### src/rtl/multi_cycle_controller_if.sv
// Control bundle between the multi-cycle RV32I controller (master) and the datapath (slave).
// MULTI_CYCLE_CONTROLLER_MEM_READY_EN adds the i_memReady handshake from memory.
interface multi_cycle_controller_if #(
    parameter int INSTRET_W = 32
);
    logic [6:0]           i_operand;
    logic [2:0]           i_funct3;
    logic                 i_funct7b5;
    logic                 i_zero;
`ifdef MULTI_CYCLE_CONTROLLER_MEM_READY_EN
    logic                 i_memReady;
`endif
    logic                 o_pcWrite;
    logic                 o_adrSrc;
    logic                 o_irWrite;
    logic                 o_memWrite;
    logic                 o_regWrite;
    logic [1:0]           o_resultSrc;
    logic [1:0]           o_aluSrcA;
    logic [1:0]           o_aluSrcB;
    logic [1:0]           o_immSrc;
    logic [2:0]           o_aluControl;
    logic                 o_illegal;
    logic [INSTRET_W-1:0] o_instret;

    modport master (
`ifdef MULTI_CYCLE_CONTROLLER_MEM_READY_EN
        input  i_memReady,
`endif
        input  i_operand, i_funct3, i_funct7b5, i_zero,
        output o_pcWrite, o_adrSrc, o_irWrite, o_memWrite, o_regWrite,
        output o_resultSrc, o_aluSrcA, o_aluSrcB, o_immSrc, o_aluControl,
        output o_illegal, o_instret
    );

    modport slave (
`ifdef MULTI_CYCLE_CONTROLLER_MEM_READY_EN
        output i_memReady,
`endif
        output i_operand, i_funct3, i_funct7b5, i_zero,
        input  o_pcWrite, o_adrSrc, o_irWrite, o_memWrite, o_regWrite,
        input  o_resultSrc, o_aluSrcA, o_aluSrcB, o_immSrc, o_aluControl,
        input  o_illegal, o_instret
    );
endinterface

### src/rtl/multi_cycle_controller.sv
// Main FSM of the multi-cycle RV32I core: sequences fetch/decode/execute/writeback,
// counts retired instructions. MULTI_CYCLE_CONTROLLER_MEM_READY_EN enables memory wait states.
module multi_cycle_controller #(
    parameter int INSTRET_W = 32
) (
    input  logic                            i_clk,
    input  logic                            i_arst,
    multi_cycle_controller_if.master        io_ctrl
);
    typedef enum logic [3:0] {
        S_FETCH    = 4'd0,
        S_DECODE   = 4'd1,
        S_MEMADR   = 4'd2,
        S_MEMREAD  = 4'd3,
        S_MEMWB    = 4'd4,
        S_MEMWRITE = 4'd5,
        S_EXECR    = 4'd6,
        S_EXECI    = 4'd7,
        S_ALUWB    = 4'd8,
        S_BEQ      = 4'd9,
        S_JAL      = 4'd10
    } state_t;

    localparam logic [6:0] OP_LW  = 7'h03;
    localparam logic [6:0] OP_SW  = 7'h23;
    localparam logic [6:0] OP_R   = 7'h33;
    localparam logic [6:0] OP_I   = 7'h13;
    localparam logic [6:0] OP_BEQ = 7'h63;
    localparam logic [6:0] OP_JAL = 7'h6F;

    localparam logic [2:0] ALU_ADD = 3'b000;
    localparam logic [2:0] ALU_SUB = 3'b001;
    localparam logic [2:0] ALU_AND = 3'b010;
    localparam logic [2:0] ALU_OR  = 3'b011;
    localparam logic [2:0] ALU_SLT = 3'b101;

    // Only R-type may turn funct3=000 into a subtract; addi ignores instr[30].
    function automatic logic [2:0] alu_decode(input logic [2:0] funct3,
                                              input logic       funct7b5,
                                              input logic       is_rtype);
        logic [2:0] op;
        case (funct3)
            3'b000:  op = (is_rtype && funct7b5) ? ALU_SUB : ALU_ADD;
            3'b010:  op = ALU_SLT;
            3'b110:  op = ALU_OR;
            3'b111:  op = ALU_AND;
            default: op = ALU_ADD;
        endcase
        return op;
    endfunction

    state_t               r_state;
    state_t               w_next_state;
    logic [INSTRET_W-1:0] r_instret;
    logic                 w_mem_ready;
    logic                 w_retire;

    logic       w_pc_write;
    logic       w_adr_src;
    logic       w_ir_write;
    logic       w_mem_write;
    logic       w_reg_write;
    logic [1:0] w_result_src;
    logic [1:0] w_alu_src_a;
    logic [1:0] w_alu_src_b;
    logic [1:0] w_imm_src;
    logic [2:0] w_alu_control;
    logic       w_illegal;

`ifdef MULTI_CYCLE_CONTROLLER_MEM_READY_EN
    assign w_mem_ready = io_ctrl.i_memReady;
`else
    assign w_mem_ready = 1'b1;
`endif

    // State register; reset aborts any instruction in flight.
    always_ff @(posedge i_clk or posedge i_arst) begin
        if (i_arst) begin
            r_state <= S_FETCH;
        end else begin
            r_state <= w_next_state;
        end
    end

    // An instruction retires when it returns to FETCH; DECODE->FETCH is the illegal path.
    assign w_retire = (w_next_state == S_FETCH) && (r_state != S_FETCH) && (r_state != S_DECODE);

    // Retired-instruction counter, wraps naturally.
    always_ff @(posedge i_clk or posedge i_arst) begin
        if (i_arst) begin
            r_instret <= '0;
        end else if (w_retire) begin
            r_instret <= r_instret + {{(INSTRET_W-1){1'b0}}, 1'b1};
        end else begin
            r_instret <= r_instret;
        end
    end

    // Next-state and control decode.
    always_comb begin
        w_next_state  = r_state;
        w_pc_write    = 1'b0;
        w_adr_src     = 1'b0;
        w_ir_write    = 1'b0;
        w_mem_write   = 1'b0;
        w_reg_write   = 1'b0;
        w_result_src  = 2'b00;
        w_alu_src_a   = 2'b00;
        w_alu_src_b   = 2'b00;
        w_imm_src     = 2'b00;
        w_alu_control = ALU_ADD;
        w_illegal     = 1'b0;
        case (r_state)
            S_FETCH: begin
                w_adr_src     = 1'b0;
                w_ir_write    = w_mem_ready;
                w_alu_src_a   = 2'b00;
                w_alu_src_b   = 2'b10;
                w_alu_control = ALU_ADD;
                w_result_src  = 2'b10;
                w_pc_write    = w_mem_ready;
                w_next_state  = w_mem_ready ? S_DECODE : S_FETCH;
            end
            S_DECODE: begin
                w_alu_src_a   = 2'b01;
                w_alu_src_b   = 2'b01;
                w_imm_src     = 2'b10;
                w_alu_control = ALU_ADD;
                case (io_ctrl.i_operand)
                    OP_LW, OP_SW: w_next_state = S_MEMADR;
                    OP_R:         w_next_state = S_EXECR;
                    OP_I:         w_next_state = S_EXECI;
                    OP_BEQ:       w_next_state = S_BEQ;
                    OP_JAL:       w_next_state = S_JAL;
                    default: begin
                        w_next_state = S_FETCH;
                        w_illegal    = 1'b1;
                    end
                endcase
            end
            S_MEMADR: begin
                w_alu_src_a   = 2'b10;
                w_alu_src_b   = 2'b01;
                w_alu_control = ALU_ADD;
                w_imm_src     = (io_ctrl.i_operand == OP_SW) ? 2'b01 : 2'b00;
                w_next_state  = (io_ctrl.i_operand == OP_SW) ? S_MEMWRITE : S_MEMREAD;
            end
            S_MEMREAD: begin
                w_adr_src    = 1'b1;
                w_next_state = w_mem_ready ? S_MEMWB : S_MEMREAD;
            end
            S_MEMWB: begin
                w_result_src = 2'b01;
                w_reg_write  = 1'b1;
                w_next_state = S_FETCH;
            end
            S_MEMWRITE: begin
                w_adr_src    = 1'b1;
                w_mem_write  = w_mem_ready;
                w_next_state = w_mem_ready ? S_FETCH : S_MEMWRITE;
            end
            S_EXECR: begin
                w_alu_src_a   = 2'b10;
                w_alu_src_b   = 2'b00;
                w_alu_control = alu_decode(io_ctrl.i_funct3, io_ctrl.i_funct7b5, 1'b1);
                w_next_state  = S_ALUWB;
            end
            S_EXECI: begin
                w_alu_src_a   = 2'b10;
                w_alu_src_b   = 2'b01;
                w_imm_src     = 2'b00;
                w_alu_control = alu_decode(io_ctrl.i_funct3, io_ctrl.i_funct7b5, 1'b0);
                w_next_state  = S_ALUWB;
            end
            S_ALUWB: begin
                w_result_src = 2'b00;
                w_reg_write  = 1'b1;
                w_next_state = S_FETCH;
            end
            S_BEQ: begin
                w_alu_src_a   = 2'b10;
                w_alu_src_b   = 2'b00;
                w_alu_control = ALU_SUB;
                w_result_src  = 2'b00;
                w_pc_write    = io_ctrl.i_zero;
                w_next_state  = S_FETCH;
            end
            S_JAL: begin
                // PC takes the target from ALUOut while the ALU forms oldPC+4 for ALUWB.
                w_alu_src_a   = 2'b01;
                w_alu_src_b   = 2'b10;
                w_alu_control = ALU_ADD;
                w_result_src  = 2'b00;
                w_pc_write    = 1'b1;
                w_next_state  = S_ALUWB;
            end
            default: begin
                w_next_state = S_FETCH;
            end
        endcase
    end

    // Strobes are masked while reset is held, since reset parks the FSM in FETCH.
    assign io_ctrl.o_pcWrite    = w_pc_write  & ~i_arst;
    assign io_ctrl.o_irWrite    = w_ir_write  & ~i_arst;
    assign io_ctrl.o_memWrite   = w_mem_write & ~i_arst;
    assign io_ctrl.o_regWrite   = w_reg_write & ~i_arst;
    assign io_ctrl.o_adrSrc     = w_adr_src;
    assign io_ctrl.o_resultSrc  = w_result_src;
    assign io_ctrl.o_aluSrcA    = w_alu_src_a;
    assign io_ctrl.o_aluSrcB    = w_alu_src_b;
    assign io_ctrl.o_immSrc     = w_imm_src;
    assign io_ctrl.o_aluControl = w_alu_control;
    assign io_ctrl.o_illegal    = w_illegal & ~i_arst;
    assign io_ctrl.o_instret    = r_instret;
endmodule

### src/flat_wrapper.sv
// flat-port wrapper written by rule: the top's interface ports become plain ports
module multi_cycle_controller_flat 
#(
    parameter int INSTRET_W = 32
)
  (i_clk, i_arst, io_ctrl_i_operand, io_ctrl_i_funct3, io_ctrl_i_funct7b5, io_ctrl_i_zero, io_ctrl_o_pcWrite, io_ctrl_o_adrSrc, io_ctrl_o_irWrite, io_ctrl_o_memWrite, io_ctrl_o_regWrite, io_ctrl_o_resultSrc, io_ctrl_o_aluSrcA, io_ctrl_o_aluSrcB, io_ctrl_o_immSrc, io_ctrl_o_aluControl, io_ctrl_o_illegal, io_ctrl_o_instret);
  multi_cycle_controller_if #(.INSTRET_W(INSTRET_W)) io_ctrl_i ();
  input  logic i_clk;
  input  logic i_arst;
  input wire logic [$bits(io_ctrl_i.i_operand)-1:0] io_ctrl_i_operand;
  input wire logic [$bits(io_ctrl_i.i_funct3)-1:0] io_ctrl_i_funct3;
  input wire logic [$bits(io_ctrl_i.i_funct7b5)-1:0] io_ctrl_i_funct7b5;
  input wire logic [$bits(io_ctrl_i.i_zero)-1:0] io_ctrl_i_zero;
  output wire logic [$bits(io_ctrl_i.o_pcWrite)-1:0] io_ctrl_o_pcWrite;
  output wire logic [$bits(io_ctrl_i.o_adrSrc)-1:0] io_ctrl_o_adrSrc;
  output wire logic [$bits(io_ctrl_i.o_irWrite)-1:0] io_ctrl_o_irWrite;
  output wire logic [$bits(io_ctrl_i.o_memWrite)-1:0] io_ctrl_o_memWrite;
  output wire logic [$bits(io_ctrl_i.o_regWrite)-1:0] io_ctrl_o_regWrite;
  output wire logic [$bits(io_ctrl_i.o_resultSrc)-1:0] io_ctrl_o_resultSrc;
  output wire logic [$bits(io_ctrl_i.o_aluSrcA)-1:0] io_ctrl_o_aluSrcA;
  output wire logic [$bits(io_ctrl_i.o_aluSrcB)-1:0] io_ctrl_o_aluSrcB;
  output wire logic [$bits(io_ctrl_i.o_immSrc)-1:0] io_ctrl_o_immSrc;
  output wire logic [$bits(io_ctrl_i.o_aluControl)-1:0] io_ctrl_o_aluControl;
  output wire logic [$bits(io_ctrl_i.o_illegal)-1:0] io_ctrl_o_illegal;
  output wire logic [$bits(io_ctrl_i.o_instret)-1:0] io_ctrl_o_instret;
  assign io_ctrl_i.i_operand = io_ctrl_i_operand;
  assign io_ctrl_i.i_funct3 = io_ctrl_i_funct3;
  assign io_ctrl_i.i_funct7b5 = io_ctrl_i_funct7b5;
  assign io_ctrl_i.i_zero = io_ctrl_i_zero;
  assign io_ctrl_o_pcWrite = io_ctrl_i.o_pcWrite;
  assign io_ctrl_o_adrSrc = io_ctrl_i.o_adrSrc;
  assign io_ctrl_o_irWrite = io_ctrl_i.o_irWrite;
  assign io_ctrl_o_memWrite = io_ctrl_i.o_memWrite;
  assign io_ctrl_o_regWrite = io_ctrl_i.o_regWrite;
  assign io_ctrl_o_resultSrc = io_ctrl_i.o_resultSrc;
  assign io_ctrl_o_aluSrcA = io_ctrl_i.o_aluSrcA;
  assign io_ctrl_o_aluSrcB = io_ctrl_i.o_aluSrcB;
  assign io_ctrl_o_immSrc = io_ctrl_i.o_immSrc;
  assign io_ctrl_o_aluControl = io_ctrl_i.o_aluControl;
  assign io_ctrl_o_illegal = io_ctrl_i.o_illegal;
  assign io_ctrl_o_instret = io_ctrl_i.o_instret;
  multi_cycle_controller #(.INSTRET_W(INSTRET_W)) u_core (.i_clk(i_clk), .i_arst(i_arst), .io_ctrl(io_ctrl_i));
endmodule
### config.mk
export PLATFORM = sky130hd
export DESIGN_NAME = multi_cycle_controller_flat
export DESIGN_NICKNAME = d
export VERILOG_FILES = /design/src/rtl/multi_cycle_controller_if.sv /design/src/rtl/multi_cycle_controller.sv /design/src/flat_wrapper.sv
export SDC_FILE = /design/constraint.sdc
export NUM_CORES = 1
export LEC_CHECK = 0
export CAP_MARGIN = 25
export CORE_UTILIZATION = 43
export CTS_BUF_LIST = sky130_fd_sc_hd__clkbuf_8
export CTS_CLUSTER_DIAMETER = 30
export DETAILED_ROUTE_END_ITERATION = 16
export PLACE_DENSITY = 0.76
export SLEW_MARGIN = 10
export SYNTH_ARGS = -nofsm -noshare
export SYNTH_HDL_FRONTEND = slang
export SYNTH_SLANG_ARGS = --single-unit
### constraint.sdc
create_clock -name i_clk -period 1.6 [get_ports i_clk]
set_input_delay 0.32 -clock i_clk [delete_from_list [all_inputs] [get_ports i_clk]]
set_output_delay 0.32 -clock i_clk [all_outputs]
set_load 0.02 [all_outputs]
## Yosys cells after proc, flatten, opt, wreduce, memory -nomap -nowiden

Cells that the tools add are included.

| storage, ports and cells | value |
|---|---|
| bits in registers | 36 |
| input port bits | 14 |
| memories kept | 0 |
| memory bits (read-only) | 0 |
| RAM bits | 0 |
| output and inout bits | 49 |
| logic and storage cells | 63 |
| latch bits | 0 |

| cells by class | value |
|---|---|
| add/subtract/negate cells | 1 |
| div/mod/pow operators | 0 |
| bitwise gates (word level) | 6 |
| reduce and logical (&&, ||, !) cells | 15 |
| $mul | 0 |
| $lt $le $gt $ge | 0 |
| multiplexer cells | 19 |
| shifts and indexed selects | 0 |
| equality and inequality tests | 20 |

Operators with widths:

| cell | number |
|---|---|
| $pmux W4 S5 | 2 |
| $add A32 B1 Y32 const B | 1 |
| $pmux W3 S3 | 2 |
| $eq A4 B3 Y1 const B | 4 |
| $pmux W2 S2 | 4 |
| $eq A7 B6 Y1 const B | 2 |
| $eq A7 B7 Y1 const B | 2 |
| $eq A4 B4 Y1 const B | 3 |
| $pmux W3 S4 | 1 |
| $reduce_or A2 Y1 | 5 |
| $eq A4 B2 Y1 const B | 2 |
| $logic_not A4 Y1 | 2 |
| $mux W1 | 8 |
| $eq A7 B2 Y1 const B | 1 |
| $eq A7 B5 Y1 const B | 1 |
| $eq A3 B3 Y1 const B | 2 |
| $reduce_or A3 Y1 | 2 |
| $reduce_or A6 Y1 | 1 |
| $and A1 B1 Y1 | 5 |
| $eq A4 B1 Y1 const B | 1 |
| $ne A4 B1 Y1 const B | 1 |
| $reduce_bool A4 Y1 | 1 |
| $reduce_or A4 Y1 | 1 |
| $eq A3 B2 Y1 const B | 1 |
| other kinds (5) | 6 |

## Logic depth before layout (Yosys ltp)

| logic depth | value |
|---|---|
| depth in word-level cells | 7 |
| gate-level depth with buffers | 6 |
| mapped depth without buffers | 5 |

## Least setup slack after synthesis

OpenSTA, ideal clock, no wires.

| timing | value |
|---|---|
| path kind | register to output |
| start | reg u_core.r_state[2] |
| end | out io_ctrl_o_irWrite |
| required time | 1.280 ns |
| stages on the path, launching flop included | 4 |
| buffers on the path | 1 |
| slack | -0.230 ns |
| data arrival time | 1.510 ns |
| cells stage by stage | dfrtp_1 > or2_2 > clkbuf_1 > nor4_1 |

| between the ends | value |
|---|---|
| word-level cells in the longest chain between the ends | 3 |

Ends and longest elaborated chain:

| element | RTL line | RTL |
|---|---|---|
| from (decl) | multi_cycle_controller.sv:52 | `state_t r_state;` |
| from (signal assigned) | multi_cycle_controller.sv:81 | `r_state <= w_next_state;` |
| $logic_not A4 Y1 | multi_cycle_controller.sv:113 | `case (r_state)` |
| $mux W1 | multi_cycle_controller.sv:113 |  |
| $and A1 B1 Y1 | multi_cycle_controller.sv:205 | `assign io_ctrl.o_irWrite = w_ir_write & ~i_arst;` |
| to (decl) | flat_wrapper.sv:16 | `output wire logic [$bits(io_ctrl_i.o_irWrite)-1:0] io_ctrl_o_irWrite;` |

No other way between the ends.

## Final worst setup path

| timing | value |
|---|---|
| start | reg u_core.r_state[1] |
| end | reg u_core.r_instret[24] (netlist: u_core.io_ctrl.o_instret[24]) |

| between the ends | value |
|---|---|
| word-level cells in the longest chain between the ends | 6 |
| elaborated cells between the ends (all ways) | 14 |
| classes of those cells | eq/ne (7); mux (1); reduce/logical (6) |

Ends and longest elaborated chain:

| element | RTL line | RTL |
|---|---|---|
| $eq A4 B4 Y1 or $eq A4 B3 Y1 (tied branches) | multi_cycle_controller.sv:113 |  |
| $reduce_or A3 Y1 (no line) | - |  |
| $pmux W4 S5 | multi_cycle_controller.sv:113 |  |
| $logic_not A4 Y1 | multi_cycle_controller.sv:86 | `assign w_retire = (w_next_state == S_FETCH) && (r_state != S_FETCH) && (r_state != S_DECODE);` |
| $logic_and A1 B1 Y1 | multi_cycle_controller.sv:86 |  |
| $logic_and A1 B1 Y1 (*) | multi_cycle_controller.sv:86 |  |
| to (signal assigned) | multi_cycle_controller.sv:93 | `r_instret <= r_instret + {{(INSTRET_W-1){1'b0}}, 1'b1};` |
| to (signal assigned) | multi_cycle_controller.sv:95 | `r_instret <= r_instret;` |
| to (decl) | multi_cycle_controller.sv:54 | `logic [INSTRET_W-1:0] r_instret;` |

Mark *: on every way between the ends. The rest lies on a longest branch, timed or not.
A chain may end at the register's enable or synchronous reset.

==> metrics.txt <==
outcome=complete, but fails checks; failing checks=negative setup slack; main combinational cell family by area after synthesis=simple AND/OR/NAND/NOR gates; Yosys warning total=0; count leader, synth=dfrtp_1; Placer Congestion=0.822; Simple-Gate Fraction of Synth Area=roughly 28%; utilization after layout=82.0%; initial antenna violation count=0; met3 GRT Util=between 3 and 4%; R2R cell count=8; CP max FO=6; diode count=0; 1st-iter DRT viols=124; Via density=5.53; # H-tree levels=2; final wirelength=~6900 um; largest net degree at the start of global routing=37; Max Slew Vio Count=0; Async SR Flop Fraction=100%; num rows=24; GR peak layer=met2; Synthesized Nets=between 200 and 250; M1 GR Usage=30.5%; Synth Instances=around 200; core box area=0.00435 mm2; Crit path top cell by count=buf_6; Clock Tree Buf Depth=2; RSZ-0062 raised after global routing=true; CTS tree=yes; reg2reg setup slack=-320 ps; TritonCTS buffer count=5; total power draw=0.00303 W; I/O Buffers=between 60 and 70; hold buffers post-CTS=0; reg2reg start=u_core.r_state[1]; biggest cell delay along the critical path=420 ps; setup TNS=-7150 ps; CP Launch Type=flip-flop; clock root cell=clkbuf_8; hold crit path type=flip-flop to flip-flop; Worst VDD drop=0.751 mV; post-synthesis cell area=0.00194 mm2; Hold Fails Final Rpt=0; first-pass GRT wire length=9680 um; clk_skew=approximately 5.6 ps; vias in the first global route=roughly 2,100; cell area power density=849 mW/mm2; slowest cell on the critical path=dfrtp_1; period utilization=120%; Post-synth EDFFs=0; mux cell area share after synthesis=0.581%; DRC viols=0; Synth Area in Compound Gates=5.56%; worst setup path class=flip-flop to flip-flop; DR vias=2,118; share of post-route cells with drive strength above 1=48.6%; Hold EP=u_core.io_ctrl.o_instret[31]; # Max-Cap Violations=0; Distinct cells, synth=30; CP cell instances=buf_6 -> buf_6 -> nor2b_4 -> buf_6 -> nor4b_4 -> buf_6 -> nand3_1 -> xnor2_1; area delta synth->final=84.4%; Avg Inst Size Synth=9.64 um2; Skew-Pair Late Insertion Delay=290 ps; clock sinks=36; Yosys reg bits=36; Hold Startpoint=u_core.io_ctrl.o_instret[31]; total global routing overflow=0; terminus of the critical flop-to-flop path=u_core.io_ctrl.o_instret[24]; placed cells=355; HPWL Detailed=roughly 3600 um; I/O pins=63; Rel. slew slack=74.1%; starting density of the core=44.5%; xor and xnor area share after synthesis=between 15 and 20%; Synth area leaders=dfrtp_1, xnor2_1, nand3_1; Setup crit end kind=flip-flop; Setup WS post-layout=-318 ps; Die Area=0.00478 mm2; post-synth top area share=46.5%; Lkg Pwr=1.76 nW; top_reg_cell synth=dfrtp_1; DRT antenna net count=0; Fmax=0.521 GHz; drt pass-1 iters=4; top cells by count, synth=dfrtp_1, xnor2_1, nand3_1; Hold Slack=471 ps; hold depth=1; chip width=~69 um; CP arrival=between 2000 and 2500 ps; clock slew at reported path FFs=about 80 ps; Seq/Total Area, Yosys=46.5%; met2 Usage GRT=between 40 and 50%; final std cells w/o fill=383; minimum clock period=1920 ps; Synth Area in Adders=0.646%; setup violators final=44; layout net count=between 300 and 400; worst slew pin tran=386 ps; WL/cell=17.9 um; Critical Path RT=around 1800 ps; Overall Global Routing Usage=25.1%; fillcell total=244; Synth area leader=dfrtp_1; Die H=69.1 um
[area by class of cell]
class | count | area, um2 | area share (%)
multi-input cells | 153 | 1310 | 36.8
repair buffers | 131 | 1180 | 33.0
flip-flops and latches | 36 | 916 | 25.6
clock buffers | 5 | 68.8 | 1.93
well taps | 52 | 65.1 | 1.82
clock inverters | 3 | 18.8 | 0.526
inverters | 3 | 11.3 | 0.315
[critical path, delay by kind of cell (launching register included)]
kind	cells	cell delay, ps
xor gates and xnor gates	1	230
buffers and inverters	4	590
DFF	1	420
and+or+nand+nor	3	600
[how the worst max path moves through the flow]
stage | start | end | slack, ps
finish | u_core.r_state[1] | u_core.io_ctrl.o_instret[24] | -320
global route | u_core.r_state[1] | u_core.io_ctrl.o_instret[24] | -390
CTS | u_core.r_state[0] | io_ctrl_o_illegal | -180
detailed placement | io_ctrl_i_operand[5] | io_ctrl_o_illegal | -890
global placement | io_ctrl_i_operand[5] | io_ctrl_o_illegal | -830
floorplan | io_ctrl_i_operand[3] | io_ctrl_o_immSrc[0] | -60
[per-layer routing]
metal  share of wire (%)  wire [um]
met5                   0          0
met3                 3.2        223
met2                  55       3740
met4                 2.9        199
met1                  39       2700
[placed cells by master (no fill, tap or decap), types with 7 or more instances in the layout]
cell           count
and3_1             9
buf_4             57
nand3_1           11
buf_6             27
dlygate4sd2_1     36
dfrtp_2           12
dfrtp_1           24
nor2_1             8
xnor2_1           25
nand3_2            7
nand2_1           11
nand4_1            8
[power breakdown]
| part | switching [W] | leakage [nW] | internal (W) | total, W |
|---|---|---|---|---|
| registers | 0.0000872 | 0.477 | 0.000977 | 0.00106 |
| clock network | 0.000338 | 0.0479 | 0.000303 | 0.000642 |
| logic | 0.000703 | 1.23 | 0.000624 | 0.00133 |
[per-stage QoR]
stage	setup WS (ps)	cell area (um2)
floorplan	-60.9	2020
global placement	-833	3040
detailed placement	-894	3040
CTS	-180	3370
global route	-389	3570
finish	-318	3570
[sequential cells by signal (all words and copies together), names as in the netlist]
name                      flops
u_core.r_state                4
u_core.io_ctrl.o_instret     32
[cell families (layout without fill, tap and decap cells)]
group | after synthesis | after routing
and+or+nand+nor | 100 | 100
DFF | 36 | 36
xor gates and xnor gates | 35 | 35
AOI/OAI and AO/OA | 16 | 16
buffers and inverters | 12 | 142
adders and majority gates | 1 | 1
muxes | 1 | 1
[what timing repair did]
item,4_1_cts,5_1_grt
gates resized for setup,180,34
endpoints found under the setup margin,73,47
pin swaps,23,26
setup buffers,14,6
gates cloned,1,0
No activity file was read; power rests on OpenSTA's default activity.
==> RTL edit: new RTL, config.mk and constraints unchanged <==
The 11 states of `state_t` get a Gray code encoding in 4 bits.
--- a/src/rtl/multi_cycle_controller.sv
+++ b/src/rtl/multi_cycle_controller.sv
@@ -8,17 +8,17 @@
     multi_cycle_controller_if.master        io_ctrl
 );
     typedef enum logic [3:0] {
-        S_FETCH    = 4'd0,
-        S_DECODE   = 4'd1,
-        S_MEMADR   = 4'd2,
-        S_MEMREAD  = 4'd3,
-        S_MEMWB    = 4'd4,
-        S_MEMWRITE = 4'd5,
-        S_EXECR    = 4'd6,
-        S_EXECI    = 4'd7,
-        S_ALUWB    = 4'd8,
-        S_BEQ      = 4'd9,
-        S_JAL      = 4'd10
+        S_FETCH    = 4'b0000,
+        S_DECODE   = 4'b0001,
+        S_MEMADR   = 4'b0011,
+        S_MEMREAD  = 4'b0010,
+        S_MEMWB    = 4'b0110,
+        S_MEMWRITE = 4'b0111,
+        S_EXECR    = 4'b0101,
+        S_EXECI    = 4'b0100,
+        S_ALUWB    = 4'b1100,
+        S_BEQ      = 4'b1101,
+        S_JAL      = 4'b1111
     } state_t;
 
     localparam logic [6:0] OP_LW  = 7'h03;
Function: no difference found for any inputs over 10 cycles, from zero or initial values and one cycle with i_arst high; not proved beyond that.
==> RTL edit against the unedited design <==
  * The run still ends with setup timing left
  * Combinational power up 86%
  * Largest cell class unchanged
  * Sequential cell count unchanged
  * First-iteration DRC count decreased by 25%
  * Synthesized area rose by 2.3%
  * Via count decreased by 4.2%
  * Cell area is 1.1% lower
  * Critical endpoint is now io_ctrl_o_pcWrite
  * Register-to-register slack improved by 0.05 ns
  * Worst setup slack got worse by 0.060 ns
  * Global-route usage down 1.2 points
  * Wire length fell by 17%
  * Total power rose by 39%
  * Critical path depth shrank 4
==> RTL edit: results (changes against the unedited design) <==
| Metric | Value |
|---|---|
| Synth area leaders | `dfrtp_1 45%, xnor2_1 11%, nand2_1 4.5% (was dfrtp_1 47%, xnor2_1 13%, nand3_1 5.4%)` |
| Status | `finished with violations (unchanged)` |
| Clock Skew | `0.00580 ns (was 0.00556 ns)` |
| Area occupied by multi-input gates | `0.00135 sq mm (was 0.00131 sq mm)` |
| Flip-flop and latch count | `36 (unchanged)` |
| First-pass GRT wire length | `9250 um (was 9680 um)` |
| All-Layer GR Usage | `23.9% (was 25.1%)` |
| Inst Count DP | `362 (was 355)` |
| Non-CTS buffers | `123 (was 131)` |
| R2r worst-path depth | `9 (was 8)` |
| Library cells used by synthesis | `37 (was 30)` |
| Dpl ws | `-0.935 ns (was -0.894 ns)` |
| Final wirelength | `5720 um (was 6860 um)` |
| Comb_multi_in | `159 (was 153)` |
| Met1 wire length | `2320 um (was 2700 um)` |
| FF-to-FF End | `u_core.io_ctrl.o_instret[29] (was u_core.io_ctrl.o_instret[24])` |
| Core ar. | `0.00438 sq mm (was 0.00435 sq mm)` |
| Least-Margin Pin Slew | `0.462 ns (was 0.386 ns)` |
| P per Cell Area | `1190 mW/mm^2 (was 849 mW/mm^2)` |
| Met2 wire length | `2950 um (was 3740 um)` |
| Slowest stage cell, crit path | `or3_4 (was dfrtp_1)` |
| Syn Inst Count | `207 (was 201)` |
| Detailed Place HPWL | `3650 um (was 3620 um)` |
| DRT iter0 DRCs | `93 (was 124)` |
| WHS | `0.450 ns (was 0.471 ns)` |
| Setup Viol. Count Final | `44 (unchanged)` |
| Final WS setup | `-0.379 ns (was -0.318 ns)` |
| Mapped Nets | `222 (was 216)` |
| Met3 GRT Util | `4.76% (was 3.36%)` |
| Share of cells above drive strength 1 | `44.7% (was 48.6%)` |
| Worst R2R Start | `u_core.r_state[3] (was u_core.r_state[1])` |
| Failing checks | `setup timing (unchanged)` |
## RTL edit: worst max-delay path by stage
| stage | from | to | slack, ns | cells after the start |
|---|---|---|---|---|
| 5_1_grt | u_core.r_state[3] | io_ctrl_o_pcWrite | -0.42 | 4 |
| 3_3_place_gp | io_ctrl_i_operand[3] | io_ctrl_o_illegal | -0.86 | 5 |
| 4_1_cts | u_core.r_state[3] | io_ctrl_o_pcWrite | -0.38 | 4 |
| 2_1_floorplan | io_ctrl_i_operand[3] | io_ctrl_o_immSrc[0] | -0.20 | 2 |
| 6_report | u_core.r_state[3] | io_ctrl_o_pcWrite | -0.38 | 4 |
| 3_5_place_dp | io_ctrl_i_operand[3] | io_ctrl_o_illegal | -0.93 | 5 |
## RTL edit: repair_timing
item                       4_1_cts  5_1_grt
hold endpoints to repair         0        0
setup endpoints to repair       80       50
gates cloned                     1        0
pin swaps                       34       20
gates resized for setup        172       28
buffers inserted                12        3
